===== config.mk =====
export PLATFORM = sky130hd
export DESIGN_NAME = sao_apply_one_block_flat
export DESIGN_NICKNAME = d
export VERILOG_FILES = /design/src/rtl/sao_pkg.sv /design/src/rtl/sao_apply_one_block_if.sv /design/src/rtl/sao_classify_sample.sv /design/src/rtl/sao_apply_one_block.sv /design/src/flat_wrapper.sv
export SDC_FILE = /design/constraint.sdc
export NUM_CORES = 1
export LEC_CHECK = 0
export BUFFER_PORTS_ARGS = -buffer_cell sky130_fd_sc_hd__buf_2
export CAP_MARGIN = 20
export CORE_ASPECT_RATIO = 1.25
export CORE_MARGIN = 3
export CORE_UTILIZATION = 30
export CTS_CLUSTER_SIZE = 12
export DETAILED_ROUTE_END_ITERATION = 6
export PLACE_DENSITY = 0.51
export SYNTH_ARGS = -nofsm -noshare
export SYNTH_HDL_FRONTEND = slang
export SYNTH_SLANG_ARGS = --single-unit
export TNS_END_PERCENT = 1

===== constraint.sdc =====
create_clock -name clk -period 5.04 [get_ports clk]
set_clock_uncertainty 0.05 [all_clocks]
set_input_delay 0.252 -clock clk [delete_from_list [all_inputs] [get_ports clk]]
set_output_delay 0.252 -clock clk [all_outputs]
set_load 0.02 [all_outputs]

===== src/rtl/sao_pkg.sv =====
// SAO shared types and constants.
// Used by the apply path and the statistics block.
package sao_pkg;

    localparam int SAMPLE_W = 8;
    localparam int BAND_SPAN = 4;

    typedef logic [SAMPLE_W-1:0] sample_t;
    typedef logic signed [SAMPLE_W+1:0] sign_sample_t;

    typedef enum logic [1:0] {
        SAO_OFF  = 2'd0,
        SAO_BAND = 2'd1,
        SAO_EDGE = 2'd2,
        SAO_RSVD = 2'd3
    } sao_type_e;

    typedef enum logic [1:0] {
        ST_IDLE  = 2'd0,
        ST_RUN   = 2'd1,
        ST_DRAIN = 2'd2
    } sao_state_e;

    localparam logic [1:0] EO_VALLEY  = 2'd0;
    localparam logic [1:0] EO_CONCAVE = 2'd1;
    localparam logic [1:0] EO_CONVEX  = 2'd2;
    localparam logic [1:0] EO_PEAK    = 2'd3;

    function automatic logic signed [2:0] sgn3(
        input logic gt,
        input logic lt
    );
        return gt ? 3'sd1 : (lt ? -3'sd1 : 3'sd0);
    endfunction

endpackage


===== src/rtl/sao_apply_one_block_if.sv =====
// Parameter, block-in and block-out handshakes
// of the SAO apply block.
interface sao_apply_one_block_if #(
    parameter int bit_depth = 8,
    parameter int off_bit   = 5
);
    logic                               par_valid;
    logic                               par_ready;
    logic [1:0]                         par_type;
    logic [3:0][off_bit-1:0]            par_offset;
    logic [4:0]                         par_band_pos;
    logic                               in_valid;
    logic                               in_ready;
    logic [3:0][3:0][bit_depth-1:0]     rec_m;
    logic [3:0][bit_depth-1:0]          rec_l;
    logic [3:0][bit_depth-1:0]          rec_r;
    logic                               out_valid;
    logic                               out_ready;
    logic [3:0][3:0][bit_depth-1:0]     out_m;
    logic                               out_last;

    modport master (
        output par_valid, par_type, par_offset, par_band_pos,
        output in_valid, rec_m, rec_l, rec_r, out_ready,
        input  par_ready, in_ready, out_valid, out_m, out_last
    );

    modport slave (
        input  par_valid, par_type, par_offset, par_band_pos,
        input  in_valid, rec_m, rec_l, rec_r, out_ready,
        output par_ready, in_ready, out_valid, out_m, out_last
    );
endinterface


===== src/rtl/sao_classify_sample.sv =====
// Per-sample SAO category: whether an offset applies
// and which of the four offsets it is.
module sao_classify_sample
    import sao_pkg::*;
#(
    parameter int bit_depth = 8
) (
    input  sao_type_e            typ,
    input  logic [4:0]           band_pos,
    input  logic [bit_depth-1:0] c,
    input  logic [bit_depth-1:0] l,
    input  logic [bit_depth-1:0] r,
    output logic                 hit,
    output logic [1:0]           idx
);
    logic signed [2:0] s;
    logic [4:0]        k;

    // Edge sum and band distance, then pick the offset slot.
    always_comb begin
        s   = sgn3(c > l, c < l) + sgn3(c > r, c < r);
        k   = c[bit_depth-1 -: 5] - band_pos;
        hit = 1'b0;
        idx = 2'd0;
        unique case (1'b1)
            (typ == SAO_BAND): begin
                hit = (k < 5'(BAND_SPAN));
                idx = k[1:0];
            end
            (typ == SAO_EDGE): begin
                unique case (s)
                    -3'sd2: begin hit = 1'b1; idx = EO_VALLEY;  end
                    -3'sd1: begin hit = 1'b1; idx = EO_CONCAVE; end
                     3'sd1: begin hit = 1'b1; idx = EO_CONVEX;  end
                     3'sd2: begin hit = 1'b1; idx = EO_PEAK;    end
                    default: ;
                endcase
            end
            default: ;
        endcase
    end
endmodule


===== src/rtl/sao_apply_one_block.sv =====
// SAO apply for one CTU of 4x4 blocks: classify stage,
// then offset add/clip stage, framed by a per-CTU FSM.
module sao_apply_one_block
    import sao_pkg::*;
#(
    parameter int bit_depth = 8,
    parameter int num_blk   = 256,
    parameter int off_bit   = 5
) (
    input  logic                 clk,
    input  logic                 rst_n,
    sao_apply_one_block_if.slave bus,
    output logic                 busy
);
    localparam logic signed [bit_depth+1:0] MAXV =
        {2'b00, {bit_depth{1'b1}}};

    sao_state_e              state_q, state_d;
    logic [10:0]             cnt_q;
    sao_type_e               typ_q;
    logic [3:0][off_bit-1:0] off_q;
    logic [4:0]              bpos_q;

    logic par_rdy, par_hs, in_hs, out_hs, in_last;
    logic s1_ready, s2_ready;

    logic                           s1_valid, s1_last;
    logic [3:0][3:0][bit_depth-1:0] s1_pix;
    logic [3:0][3:0]                s1_hit, cls_hit;
    logic [3:0][3:0][1:0]           s1_idx, cls_idx;

    logic                           out_valid_q, out_last_q;
    logic [3:0][3:0][bit_depth-1:0] out_m_q, res;
    logic signed [bit_depth+1:0]    sum;
    logic [off_bit-1:0]             off;

    assign s2_ready = !out_valid_q || bus.out_ready;
    assign s1_ready = !s1_valid || s2_ready;
    assign par_hs   = bus.par_valid && par_rdy;
    assign in_hs    = bus.in_valid && bus.in_ready;
    assign out_hs   = out_valid_q && bus.out_ready;
    assign in_last  = (cnt_q == 11'(num_blk - 1));

    assign bus.par_ready = par_rdy;
    assign bus.in_ready  = (state_q == ST_RUN) && s1_ready;
    assign bus.out_valid = out_valid_q;
    assign bus.out_last  = out_last_q;
    assign bus.out_m     = out_m_q;
    assign busy          = (state_q != ST_IDLE);

    // State register.
    always_ff @(posedge clk or negedge rst_n) begin
        if (!rst_n) state_q <= ST_IDLE;
        else        state_q <= state_d;
    end

    // Next state; parameters only accepted while idle.
    always_comb begin
        state_d = state_q;
        par_rdy = 1'b0;
        unique case (state_q)
            ST_IDLE: begin
                par_rdy = 1'b1;
                if (bus.par_valid) state_d = ST_RUN;
            end
            ST_RUN:
                if (in_hs && in_last) state_d = ST_DRAIN;
            ST_DRAIN:
                if (out_hs && out_last_q) state_d = ST_IDLE;
            default: state_d = ST_IDLE;
        endcase
    end

    // CTU parameters and block counter.
    always_ff @(posedge clk or negedge rst_n) begin
        if (!rst_n) begin
            typ_q  <= SAO_OFF;
            off_q  <= '0;
            bpos_q <= '0;
            cnt_q  <= '0;
        end else if (par_hs) begin
            typ_q  <= sao_type_e'(bus.par_type);
            off_q  <= bus.par_offset;
            bpos_q <= bus.par_band_pos;
            cnt_q  <= '0;
        end else if (in_hs) begin
            cnt_q  <= cnt_q + 11'd1;
        end
    end

    for (genvar r = 0; r < 4; r++) begin : g_row
        for (genvar c = 0; c < 4; c++) begin : g_col
            logic [bit_depth-1:0] nl, nr;
            if (c == 0) begin : g_l0
                assign nl = bus.rec_l[r];
            end else begin : g_ln
                assign nl = bus.rec_m[r][c-1];
            end
            if (c == 3) begin : g_r3
                assign nr = bus.rec_r[r];
            end else begin : g_rn
                assign nr = bus.rec_m[r][c+1];
            end
            sao_classify_sample #(
                .bit_depth(bit_depth)
            ) u_cls (
                .typ      (typ_q),
                .band_pos (bpos_q),
                .c        (bus.rec_m[r][c]),
                .l        (nl),
                .r        (nr),
                .hit      (cls_hit[r][c]),
                .idx      (cls_idx[r][c])
            );
        end
    end

    // Stage 1: hold samples with their categories.
    always_ff @(posedge clk or negedge rst_n) begin
        if (!rst_n) begin
            s1_valid <= 1'b0;
            s1_last  <= 1'b0;
            s1_pix   <= '0;
            s1_hit   <= '0;
            s1_idx   <= '0;
        end else if (s1_ready) begin
            s1_valid <= in_hs;
            if (in_hs) begin
                s1_last <= in_last;
                s1_pix  <= bus.rec_m;
                s1_hit  <= cls_hit;
                s1_idx  <= cls_idx;
            end
        end
    end

    // Offset add at bit_depth+2 bits, then clip to sample range.
    always_comb begin
        res = '0;
        sum = '0;
        off = '0;
        for (int r = 0; r < 4; r++) begin
            for (int c = 0; c < 4; c++) begin
                off = off_q[s1_idx[r][c]];
                sum = $signed({2'b00, s1_pix[r][c]});
                if (s1_hit[r][c])
                    sum = sum + $signed({{(bit_depth+2-off_bit){off[off_bit-1]}}, off});
                if (sum < 0)         res[r][c] = '0;
                else if (sum > MAXV) res[r][c] = '1;
                else                 res[r][c] = sum[bit_depth-1:0];
            end
        end
    end

    // Stage 2: output register, frozen under backpressure.
    always_ff @(posedge clk or negedge rst_n) begin
        if (!rst_n) begin
            out_valid_q <= 1'b0;
            out_last_q  <= 1'b0;
            out_m_q     <= '0;
        end else if (s2_ready) begin
            out_valid_q <= s1_valid;
            out_last_q  <= s1_valid && s1_last;
            if (s1_valid) out_m_q <= res;
        end
    end
endmodule

===== src/flat_wrapper.sv =====
// flat-port wrapper written by rule: the top's interface ports become plain ports
module sao_apply_one_block_flat import sao_pkg::*;
#(
    parameter int bit_depth = 8,
    parameter int num_blk   = 256,
    parameter int off_bit   = 5
)
  (clk, rst_n, busy, bus_par_valid, bus_par_type, bus_par_offset, bus_par_band_pos, bus_in_valid, bus_rec_m, bus_rec_l, bus_rec_r, bus_out_ready, bus_par_ready, bus_in_ready, bus_out_valid, bus_out_m, bus_out_last);
  sao_apply_one_block_if #(.bit_depth(bit_depth), .off_bit(off_bit)) bus_i ();
  input  logic clk;
  input  logic rst_n;
  output logic busy;
  input wire logic [$bits(bus_i.par_valid)-1:0] bus_par_valid;
  input wire logic [$bits(bus_i.par_type)-1:0] bus_par_type;
  input wire logic [$bits(bus_i.par_offset)-1:0] bus_par_offset;
  input wire logic [$bits(bus_i.par_band_pos)-1:0] bus_par_band_pos;
  input wire logic [$bits(bus_i.in_valid)-1:0] bus_in_valid;
  input wire logic [$bits(bus_i.rec_m)-1:0] bus_rec_m;
  input wire logic [$bits(bus_i.rec_l)-1:0] bus_rec_l;
  input wire logic [$bits(bus_i.rec_r)-1:0] bus_rec_r;
  input wire logic [$bits(bus_i.out_ready)-1:0] bus_out_ready;
  output wire logic [$bits(bus_i.par_ready)-1:0] bus_par_ready;
  output wire logic [$bits(bus_i.in_ready)-1:0] bus_in_ready;
  output wire logic [$bits(bus_i.out_valid)-1:0] bus_out_valid;
  output wire logic [$bits(bus_i.out_m)-1:0] bus_out_m;
  output wire logic [$bits(bus_i.out_last)-1:0] bus_out_last;
  assign bus_i.par_valid = bus_par_valid;
  assign bus_i.par_type = bus_par_type;
  assign bus_i.par_offset = bus_par_offset;
  assign bus_i.par_band_pos = bus_par_band_pos;
  assign bus_i.in_valid = bus_in_valid;
  assign bus_i.rec_m = bus_rec_m;
  assign bus_i.rec_l = bus_rec_l;
  assign bus_i.rec_r = bus_rec_r;
  assign bus_i.out_ready = bus_out_ready;
  assign bus_par_ready = bus_i.par_ready;
  assign bus_in_ready = bus_i.in_ready;
  assign bus_out_valid = bus_i.out_valid;
  assign bus_out_m = bus_i.out_m;
  assign bus_out_last = bus_i.out_last;
  sao_apply_one_block #(.bit_depth(bit_depth), .num_blk(num_blk), .off_bit(off_bit)) u_core (.clk(clk), .rst_n(rst_n), .bus(bus_i), .busy(busy));
endmodule

==> summary.md, run 1 <==
| Metric | Value |
|---|---|
| Critical path arrival | `4.17 ns` |
| I/O pin count | `357` |
| Number of cell rows | `130` |
| Crit start category | `register` |
| Post-route ant nets | `0` |
| IO buf count | `356` |
| Reg area | `0.00871 mm2` |
| Post-Layout Cell Count | `5121` |
| Max-cap violation count | `0` |
| Layout area overhead | `20.3%` |
| Fmax | `0.269 GHz` |
| Seq cells post-synth | `348` |
| Number of global-route vias before repair | `26.7k` |
| Placed cell count | `4891` |
| Total gr overflow | `0` |
| Pwr Total | `0.0129 W` |
| Tmin final | `3.71 ns` |
| Critical Path Max Stage Delay | `0.74 ns` |
| Ys Warns | `0` |
| Worst path slowest cell | `mux4_2` |
| Final Max Tran Viols | `0` |
| Vias/cell | `5.13` |
| Drt drc | `0` |
| # diodes | `0` |
| Hpwl dp | `77700 um` |
| Worst skew pair latency | `0.61 ns` |
| Worst Setup End Kind | `register` |
| Cell type with the largest total area after synthesis | `dfrtp_1` |
| Switching Share | `40.0%` |
| Die H | `363 um` |
| Final setup TNS | `0 ns` |
| CP Class | `reg2reg` |
| XOR/XNOR Fraction of Synth Area | `5.65%` |
| FFs w/ async S/R, synth | `100%` |
| Reg power frac | `31.8%` |
| Hold Path Class | `in2reg` |
| Cell Area, Synth | `0.0305 mm2` |
| Drt wl/cell | `20.4 um` |
| Clock buffer depth | `3` |
| Drt initial violations | `1763` |
| Num Clock Sinks | `348` |
| Placeable Area | `0.101 mm2` |
| Synth Net Count | `4000` |
| Clock Power Share | `27.2%` |
| # nets final | `4442` |
| Drt pass-1 iters | `7` |
| Die area | `0.106 mm2` |
| EDFF count, synth | `0` |
| CTS tree | `yes` |
| Peak supply drop | `0.000221 V` |
| Worst path cell trace | `mux4_2, ha_1, nand3_1, o2111ai_1, a41oi_1, or3b_1, o211ai_2, o221ai_1, nand2_1` |
| Top post-synthesis cells by area | `dfrtp_1 (29%), ha_1 (16%), nand2_1 (5.8%)` |
| Post-synthesis sequential area ratio | `28.5%` |
| Int Pwr | `0.00776 W` |
| Gate power share | `41.0%` |
| RSZ-0062 raised after global routing | `no` |
| Final cycle utilization of the critical path | `73.7%` |
| Ys flop type | `dfrtp_1` |
| Unique masters post-synth | `62` |
| Worst slew pin tran | `1.08 ns` |
| Final setup fails | `0` |
| Synth top area share | `28.5%` |
| DR vias | `26.3k` |
| Simple-Gate Fraction of Synth Area | `12.5%` |
| Setup bufs post-CTS | `0` |
| Max FO, Critical Path | `17` |
| Cells after Synth | `3325` |
| Pwr/cell area | `352 mW/mm2` |
| Most frequent cells after synthesis | `nand2_1 (473), ha_1 (387), dfrtp_1 (348)` |
| Layout fillers | `10.3k` |
| Count leader, synth | `nand2_1` |
| Initial antenna violation count | `3` |
| Status | `complete, no violations` |
| Critical path required time | `5.50 ns` |
| Mean post-synth cell area | `9.18 um2` |
| GRT Total Usage | `19.4%` |
| Placer Congestion | `0.863` |
| Largest family of logic cells by synthesized area | `adder cells` |
| CTS root buf | `clkbuf_16` |
| Switching power | `0.00517 W` |
| Multi-input logic area | `0.0201 mm2` |
| Num CTS Buffers | `45` |
| Effective utilization at floorplan | `30.3%` |
| Top cell family by delay on the critical path | `compound AO/OA/AOI/OAI gates` |
| Mux share of post-synthesis cell area | `8.24%` |
| Synth Area in Adders | `20.1%` |
| Reg clk slew, reported paths | `0.06 ns` |
| Compound-cell area share of the yosys netlist | `19.2%` |
| Share of layout cells above drive strength 1 | `16.1%` |
| Final wirelength | `105000 um` |
| First-pass GRT wire length | `159000 um` |
| DIE WIDTH | `291 um` |
| Critical path buffers and inverters | `0` |
| H-tree depth | `2` |
| Largest net degree at the start of global routing | `116` |
| Slew HR | `28.2%` |
| Final Hold Fails | `0` |
| Cts repair resizes | `0` |
| Static Leak | `17.8 nW` |
## per-stage QoR
step / instance area (um2) / hold WS, ns / worst slack (ns) / util [%]
2_1_floorplan: 30500 / -0.0936 / 1.97 / -
3_3_place_gp: 33700 / 0.233 / 1.46 / 33.4
3_5_place_dp: 33700 / 0.233 / 1.42 / 33.4
4_1_cts: 36700 / 0.00182 / 1.38 / 36.5
5_1_grt: 36700 / 0.0537 / 1.14 / 36.5
6_report: 36700 / 0.0325 / 1.33 / 36.5
## what timing repair did
| item | CTS | global route |
|---|---|---|
| hold buffers | 149 | 0 |
| endpoints found under the setup margin | 0 | 0 |
| endpoints found under the hold margin | 219 | 0 |
## cell families (layout without fill, tap and decap cells)
| group | after synthesis | after routing |
|---|---|---|
| compound gates | 903 | 903 |
| simple gates | 830 | 830 |
| xor+xnor | 197 | 197 |
| buf+inv | 460 | 936 |
| fa+ha+maj | 451 | 451 |
| flops | 348 | 348 |
| mux | 136 | 136 |
## state kept, by name (all words and copies together), names as in the netlist
name                  count
u_core.s1_last            1
u_core.s1_pix           128
u_core.s1_valid           1
u_core.state_q            2
u_core.bus.out_m        128
u_core.bus.out_valid      1
u_core.bpos_q             5
u_core.bus.out_last       1
u_core.cnt_q             11
u_core.s1_idx            32
u_core.off_q             20
u_core.typ_q              2
u_core.s1_hit            16
## area by class of cell
class                           count  share of cell area [%]
Multi-Input combinational cell   2517                    54.7
Sequential cell                   348                    23.7
Timing Repair Buffer              522                    9.39
Tap cell                         1320                    4.50
Clock buffer                       61                    3.62
Inverter                          333                    3.40
Clock inverter                     20                   0.708
## placed cells by master, fill, tap and decap left out, types with 99 or more instances in the layout
master / count
dlygate4sd3_1: 149
nor2_1: 104
nand2_1: 472
a22o_1: 112
inv_1: 328
o21ai_0: 288
dfrtp_1: 347
a21oi_1: 153
buf_2: 355
ha_1: 385
xor2_1: 99
## worst reg2reg max path, cell delays in order, from the launching register on
cell and delay, ns:
dfrtp_1 0.71, mux4_2 0.76, ha_1 0.40, nand3_1 0.10, o2111ai_1 0.21, a41oi_1 0.44
or3b_1 0.40, o211ai_2 0.18, o221ai_1 0.25, nand2_1 0.12
## layer usage
layer	global-route usage (%)	routed length, um	vias up
met5	0	0	-
met4	5.98	3270	0
met3	2.63	5070	151
met2	33.7	50900	684
met1	25.0	45500	12704
li1	-	-	12743
## path summary, 6_finish.rpt
kind	startpoint	endpoint	slack [ns]	cells past startpoint
worst max-delay path	u_core.off_q[14]	u_core.bus.out_m[76]	1.33	9
worst min-delay path	bus_rec_m[75]	u_core.s1_pix[75]	0.03	3
worst max register to register	u_core.off_q[14]	u_core.bus.out_m[76]	1.33	9
worst min register to register	u_core.bus.out_m[119]	u_core.bus.out_m[119]	0.43	2
max in group asynchronous	rst_n	u_core.bus.out_m[77]	3.59	3
min in group asynchronous	rst_n	u_core.s1_pix[89]	0.20	2
## power by group through the flow
| stage | clock network (W) | logic, W | registers [W] |
|---|---|---|---|
| after floorplan | 0 | 0.00335 | 0.00425 |
| after global placement | 0 | 0.00519 | 0.00416 |
| after detailed placement | 0 | 0.00523 | 0.00416 |
| after CTS | 0.00363 | 0.00535 | 0.00412 |
| after global routing | 0.00372 | 0.00589 | 0.00421 |
| final | 0.00352 | 0.00530 | 0.00411 |
Power figures use the tool's default switching activity.
==> run 2: changes to the inputs <==
--- a/config.mk
+++ b/config.mk
@@ -12,7 +12,7 @@
 export CORE_UTILIZATION = 30
 export CTS_CLUSTER_SIZE = 12
 export DETAILED_ROUTE_END_ITERATION = 6
-export PLACE_DENSITY = 0.51
+export PLACE_DENSITY = 0.52
 export SYNTH_ARGS = -nofsm -noshare
 export SYNTH_HDL_FRONTEND = slang
 export SYNTH_SLANG_ARGS = --single-unit
==> constraint.sdc (replaced) <==
create_clock -name clk -period 3 [get_ports clk]
set_clock_uncertainty 0.05 [all_clocks]
set_input_delay 0.15 -clock clk [delete_from_list [all_inputs] [get_ports clk]]
set_output_delay 0.15 -clock clk [all_outputs]
set_load 0.02 [all_outputs]
==> summary.md, run 2 (synthesis gave the netlist of run 1 again) <==
| Metric | Value |
|---|---|
| Failing checks | `negative setup slack` |
| Commonest cells after routing, fill and taps aside | `nand2_1 (471), buf_2 (354), ha_1 (345), dfrtp_1 (330), inv_1 (321) (was nand2_1 (472), ha_1 (385), buf_2 (355), dfrtp_1 (347), inv_1 (328))` |
| Peak supply drop | `0.000385 V (was 0.000221 V)` |
| Drt pass-1 iters | `6 (was 7)` |
| CTS root buf | `clkbuf_16 (unchanged)` |
| Status | `complete, but fails checks (was complete, no violations)` |
| GRT Total Usage | `20.2% (was 19.4%)` |
| Tmin final | `3.10 ns (was 3.71 ns)` |
| R2R Path Start | `u_core.off_q[14] (unchanged)` |
| Dpl ws | `-0.308 ns (was 1.42 ns)` |
| Num Clock Sinks | `348 (unchanged)` |
| H-tree depth | `2 (unchanged)` |
| Reg power frac | `29.2% (was 31.8%)` |
| # nets final | `4720 (was 4442)` |
| Effective utilization at floorplan | `30.3% (unchanged)` |
| Int Pwr | `0.0139 W (was 0.00776 W)` |
| Slew HR | `38.4% (was 28.2%)` |
| Initial antenna violation count | `5 (was 3)` |
| Hpwl dp | `82400 um (was 77700 um)` |
| Pwr/cell area | `576 mW/mm2 (was 352 mW/mm2)` |
| Number of global-route vias before repair | `28.0k (was 26.7k)` |
| Clock buffer depth | `3 (unchanged)` |
| Switching power | `0.00930 W (was 0.00517 W)` |
| Switching Share | `40.0% (about the same)` |
| CP Class | `reg2reg (unchanged)` |
| IO buf count | `356 (unchanged)` |
| Drt initial violations | `1554 (was 1763)` |
| Die H | `363 um (unchanged)` |
| Worst Setup EP | `u_core.bus.out_m[114] (was u_core.bus.out_m[76])` |
| R2R depth | `11 (was 9)` |
| Layout area overhead | `32.2% (was 20.3%)` |
| Final cycle utilization of the critical path | `103% (was 73.7%)` |
| Final setup TNS | `-1.13 ns (was 0 ns)` |
| Total gr overflow | `0 (unchanged)` |
| Clock Power Share | `25.3% (was 27.2%)` |
| Final Max Tran Viols | `0 (unchanged)` |
| DIE WIDTH | `291 um (unchanged)` |
| Largest net degree at the start of global routing | `140 (was 116)` |
| Gate power share | `45.5% (was 41.0%)` |
| Critical path required time | `3.48 ns (was 5.50 ns)` |
| Drt drc | `0 (unchanged)` |
| Placed cell count | `5148 (was 4891)` |
| Final setup margin | `-0.101 ns (was 1.33 ns)` |
| Hold Path Class | `in2reg (unchanged)` |
| DR vias | `27.4k (was 26.3k)` |
| Die area | `0.106 mm2 (unchanged)` |
| Critical path arrival | `3.59 ns (was 4.17 ns)` |
| Num CTS Buffers | `45 (unchanged)` |
| Number of cell rows | `130 (unchanged)` |
| Worst Setup End Kind | `register (unchanged)` |
| Worst slew pin tran | `0.924 ns (was 1.08 ns)` |
| Placeable Area | `0.101 mm2 (unchanged)` |
| Fmax | `0.322 GHz (was 0.269 GHz)` |
| RSZ-0062 raised after global routing | `yes (was no)` |
| Static Leak | `19.4 nW (was 17.8 nW)` |
| Final setup fails | `28 (was 0)` |
| Crit start category | `register (unchanged)` |
| Drt wl/cell | `20.3 um (was 20.4 um)` |
| Post-route ant nets | `0 (unchanged)` |
| Reg clk slew, reported paths | `0.06 ns (about the same)` |
| Max-cap violation count | `0 (unchanged)` |
| Post-Layout Cell Count | `5402 (was 5121)` |
| Max FO, Critical Path | `16 (was 17)` |
| I/O pin count | `357 (unchanged)` |
| R2R Path End | `u_core.bus.out_m[114] (was u_core.bus.out_m[76])` |
| Worst Setup SP | `u_core.off_q[14] (unchanged)` |
| Placer Congestion | `0.875 (was 0.863)` |
| Final Hold Fails | `0 (unchanged)` |
| Internal reg-to-reg setup slack | `-0.10 ns (was 1.33 ns)` |
| First-pass GRT wire length | `166000 um (was 159000 um)` |
| CTS tree | `yes (unchanged)` |
| Commonest non-fill, non-tap cell in the layout | `nand2_1 (unchanged)` |
| Vias/cell | `5.07 (was 5.13)` |
| Worst skew pair latency | `0.61 ns (about the same)` |
| Share of layout cells above drive strength 1 | `26.5% (was 16.1%)` |
| Final wirelength | `110000 um (was 105000 um)` |
[run 2: how the worst min path moves through the flow]
stage | startpoint | endpoint | slack (ns) | cells past startpoint
final | bus_in_valid | u_core.cnt_q[1] | 0.07 | 4
after floorplan | rst_n | u_core.bpos_q[0] | -0.20 | 0
after detailed placement | rst_n | u_core.cnt_q[7] | 0.19 | 2
after global routing | bus_in_valid | u_core.cnt_q[1] | 0.06 | 4
after global placement | rst_n | u_core.cnt_q[7] | 0.18 | 2
after CTS | bus_in_valid | u_core.cnt_q[1] | 0.02 | 4
[run 2: power groups by stage]
| stage | Sequential [W] | Clock, W | Combinational, W |
|---|---|---|---|
| after floorplan | 0.00714 | 0 | 0.00564 |
| after global placement | 0.00682 | 0 | 0.00973 |
| after detailed placement | 0.00680 | 0 | 0.00982 |
| after CTS | 0.00676 | 0.00607 | 0.0103 |
| after global routing | 0.00693 | 0.00621 | 0.0116 |
| final | 0.00679 | 0.00589 | 0.0106 |
[run 2: through the flow]
stage	hold slack, ns	area [um2]	total power [W]	utilization (%)
floorplan	-0.196	30600	0.0128	-
global placement	0.180	35900	0.0165	35.7
detailed placement	0.188	35900	0.0166	35.7
CTS	0.0212	39600	0.0231	39.3
global route	0.0578	40400	0.0248	40.1
finish	0.0655	40400	0.0232	40.1
[run 2: metal layers]
layer	GRT usage, %	wire length, um	part of all wire (%)	up-vias
met5	0	0	0	-
met4	7.72	4130	3.8	0
met3	3.08	5330	4.9	177
met2	34.1	52700	48	643
met1	25.9	47700	43	13250
li1	-	-	-	13322
[run 2: what timing repair did]
action | CTS | global route
hold buffers | 158 | 0
pin swaps | 39 | 41
setup buffers | 8 | 4
endpoints found under the setup margin | 128 | 168
resized for setup | 105 | 163
endpoints found under the hold margin | 508 | 0
[run 2: worst max-delay path: stages (launching register included)]
cell and delay (ns):
dfrtp_1 0.41, buf_12 0.17, mux4_2 0.59, ha_4 0.26
and2_4 0.13, a221o_1 0.34, a31oi_2 0.20, or3b_4 0.42
o211ai_4 0.10, buf_12 0.16, o221ai_1 0.10, nand2_1 0.09
[run 2: area by class of cell]
type / instances / area, um2
Antenna cell: 3 / 7.51
Clock buffer: 68 / 1360
Clock inverter: 13 / 196
Fill cell: 9966 / 60300
Inverter: 333 / 1250
Multi-Input combinational cell: 2517 / 21300
Sequential cell: 348 / 8730
Tap cell: 1320 / 1650
Timing Repair Buffer: 800 / 5910
==> run 3: changes to the inputs <==
==> constraint.sdc (replaced) <==
create_clock -name clk -period 3 [get_ports clk]
set_clock_uncertainty 0.05 [all_clocks]
set_input_delay 0.45 -clock clk [delete_from_list [all_inputs] [get_ports clk]]
set_output_delay 0.45 -clock clk [all_outputs]
set_load 0.02 [all_outputs]
==> summary.md, run 3 (synthesis gave the netlist of run 1 again) <==
| Metric | Value |
|---|---|
| Status | `complete, but fails checks (unchanged)` |
| Failing checks | `negative setup slack (unchanged)` |
| Met2 usage | `34.7% (was 34.1%)` |
| I/O pin count | `357 (unchanged)` |
| Placeable Area | `0.101 mm2 (unchanged)` |
| Num Clock Sinks | `348 (unchanged)` |
| Placer Congestion | `0.841 (was 0.875)` |
| GRT Total Usage | `19.4% (was 20.2%)` |
| Final Hold Fails | `0 (unchanged)` |
| Drt wl/cell | `19.5 um (was 20.3 um)` |
| Final setup margin | `-0.139 ns (was -0.101 ns)` |
| Worst Setup EP | `u_core.bus.out_m[115] (was u_core.bus.out_m[114])` |
| Post-route ant nets | `0 (unchanged)` |
| First-pass GRT wire length | `161000 um (was 166000 um)` |
| Critical path arrival | `3.62 ns (was 3.59 ns)` |
| Share of layout cells above drive strength 1 | `30.8% (was 26.5%)` |
| Drt pass-1 iters | `7 (was 6)` |
| Crit start category | `register (unchanged)` |
| Drt drc | `0 (unchanged)` |
| M1 GR Usage | `25.2% (was 25.9%)` |
| CP Class | `reg2reg (unchanged)` |
| Hpwl dp | `81000 um (was 82400 um)` |
| Met3 Use GR | `2.48% (was 3.08%)` |
| Commonest non-fill, non-tap cell in the layout | `nand2_1 (unchanged)` |
| Fin util | `40.2% (was 40.1%)` |
| H-tree depth | `2 (unchanged)` |
| Final wirelength | `106000 um (was 110000 um)` |
| IO buf count | `356 (unchanged)` |
| # diodes | `0 (was 3)` |
| Total gr overflow | `0 (unchanged)` |
| Tmin final | `3.14 ns (was 3.10 ns)` |
| Num CTS Buffers | `45 (unchanged)` |
| Max FO, Critical Path | `8 (was 16)` |
| Static Leak | `19.8 nW (was 19.4 nW)` |
| Final setup fails | `74 (was 28)` |
| R2R depth | `12 (was 11)` |
| Final setup TNS | `-3.58 ns (was -1.13 ns)` |
| Critical path required time | `3.48 ns (about the same)` |
| CTS tree | `yes (unchanged)` |
| Worst Setup End Kind | `register (unchanged)` |
| # nets final | `4763 (was 4720)` |
| Pwr/cell area | `586 mW/mm2 (was 576 mW/mm2)` |
| Die H | `363 um (unchanged)` |
| Slew HR | `50.7% (was 38.4%)` |
| Most Used Layer, Global Route | `met2 (unchanged)` |
| Worst Setup SP | `u_core.off_q[14] (unchanged)` |
| RSZ-0062 raised after global routing | `yes (unchanged)` |
| Max-cap violation count | `0 (unchanged)` |
| R2R Path Start | `u_core.off_q[14] (unchanged)` |
| Vias/cell | `5.04 (was 5.07)` |
| Layout area overhead | `32.7% (was 32.2%)` |
| Largest net degree at the start of global routing | `108 (was 140)` |
| Effective utilization at floorplan | `30.3% (unchanged)` |
| Hold WS | `0.0537 ns (was 0.0655 ns)` |
| DIE WIDTH | `291 um (unchanged)` |
| Die area | `0.106 mm2 (unchanged)` |
| Initial antenna violation count | `2 (was 5)` |
| Fmax | `0.319 GHz (was 0.322 GHz)` |
| R2R Path End | `u_core.bus.out_m[115] (was u_core.bus.out_m[114])` |
| Number of global-route vias before repair | `27.5k (was 28.0k)` |
| Final Max Tran Viols | `0 (unchanged)` |
| Peak supply drop | `0.000380 V (was 0.000385 V)` |
| Internal reg-to-reg setup slack | `-0.14 ns (was -0.10 ns)` |
| Number of cell rows | `130 (unchanged)` |
| Clock buffer depth | `3 (unchanged)` |
| Worst slew pin tran | `0.740 ns (was 0.924 ns)` |
| Final cycle utilization of the critical path | `105% (was 103%)` |
| Hold Path Class | `in2reg (unchanged)` |
| Drt initial violations | `1384 (was 1554)` |
| Worst skew pair latency | `0.60 ns (was 0.61 ns)` |
| CTS root buf | `clkbuf_16 (unchanged)` |
| DR vias | `27.4k (about the same)` |
| Reg clk slew, reported paths | `0.07 ns (was 0.06 ns)` |
| Commonest cells after routing, fill and taps aside | `nand2_1 (470), buf_4 (431), ha_1 (356), buf_2 (355), dfrtp_1 (328) (was nand2_1 (471), buf_2 (354), ha_1 (345), dfrtp_1 (330), inv_1 (321))` |
run 3: cell types whose count changed in the layout (fill, tap and decap cells not counted), sizes merged:
| cell | previous run | this run |
|---|---|---|
| buf | 642 | 839 |
| dlygate4sd3 | 158 | 4 |
| clkbuf | 68 | 55 |
| bufinv | 5 | 11 |
| clkinv | 10 | 15 |
| clkinvlp | 1 | 5 |
| diode | 3 | 0 |
| inv | 330 | 331 |
run 3: per-stage QoR:
step           instance area, um2  total power (W)  instances  worst slack, ns
6_report                    40500           0.0237       5445           -0.139
5_1_grt                     40500           0.0253       5445           -0.223
4_1_cts                     39700           0.0236       5433           -0.139
3_5_place_dp                37300           0.0168       5332           -0.381
3_3_place_gp                37300           0.0167       5332           -0.327
2_1_floorplan               30500           0.0128       3325           -0.105
run 3: timing repair:
action,4_1_cts,5_1_grt
endpoints found under the setup margin,128,128
cloned,1,0
setup buffers,12,12
pin swaps,59,57
hold endpoints to repair,36,0
gates resized for setup,123,126
hold buffers,4,0
run 3: routing by layer:
metal	up-vias	wire length, um	share of wire (%)
li1	13387	-	-
met1	13349	46900	44
met2	580	52700	50
met3	100	4520	4.3
met4	0	1880	1.8
met5	-	0	0
run 3: critical path, stage by stage, from the launching register on:
cell and delay, ns:
dfrtp_1 0.39, buf_4 0.19, mux4_2 0.62, ha_1 0.42, nand3_1 0.09, o2111ai_1 0.30, a31oi_2 0.15, buf_4 0.17
xnor2_1 0.13, a21oi_2 0.16, buf_4 0.20, o221ai_2 0.10, nand2_1 0.09
run 3: worst min-delay path by stage:
stage | from | end | cells past startpoint
3_3_place_gp | rst_n | u_core.typ_q[1] | 1
2_1_floorplan | rst_n | u_core.bpos_q[0] | 0
5_1_grt | bus_par_band_pos[3] | u_core.bpos_q[3] | 3
6_report | bus_par_band_pos[3] | u_core.bpos_q[3] | 3
4_1_cts | bus_par_band_pos[3] | u_core.bpos_q[3] | 3
3_5_place_dp | rst_n | u_core.typ_q[1] | 1
run 3: area by class of cell:
type	count	area (um2)
clock buffer	55	1270
clock inverter	29	440
fill	10114	60200
inverter	333	1250
multi-input combinational	2517	21200
sequential	348	8730
tap	1320	1650
timing repair buffer	843	5950
run 3: power breakdown:
group | leakage [nW] | total, W | switching (W) | internal (W)
sequential | 4.36 | 0.00670 | 0.000981 | 0.00572
combinational | 14.6 | 0.0107 | 0.00588 | 0.00483
clock | 0.833 | 0.00631 | 0.00236 | 0.00395
total | 19.8 | 0.0237 | 0.00922 | 0.0145
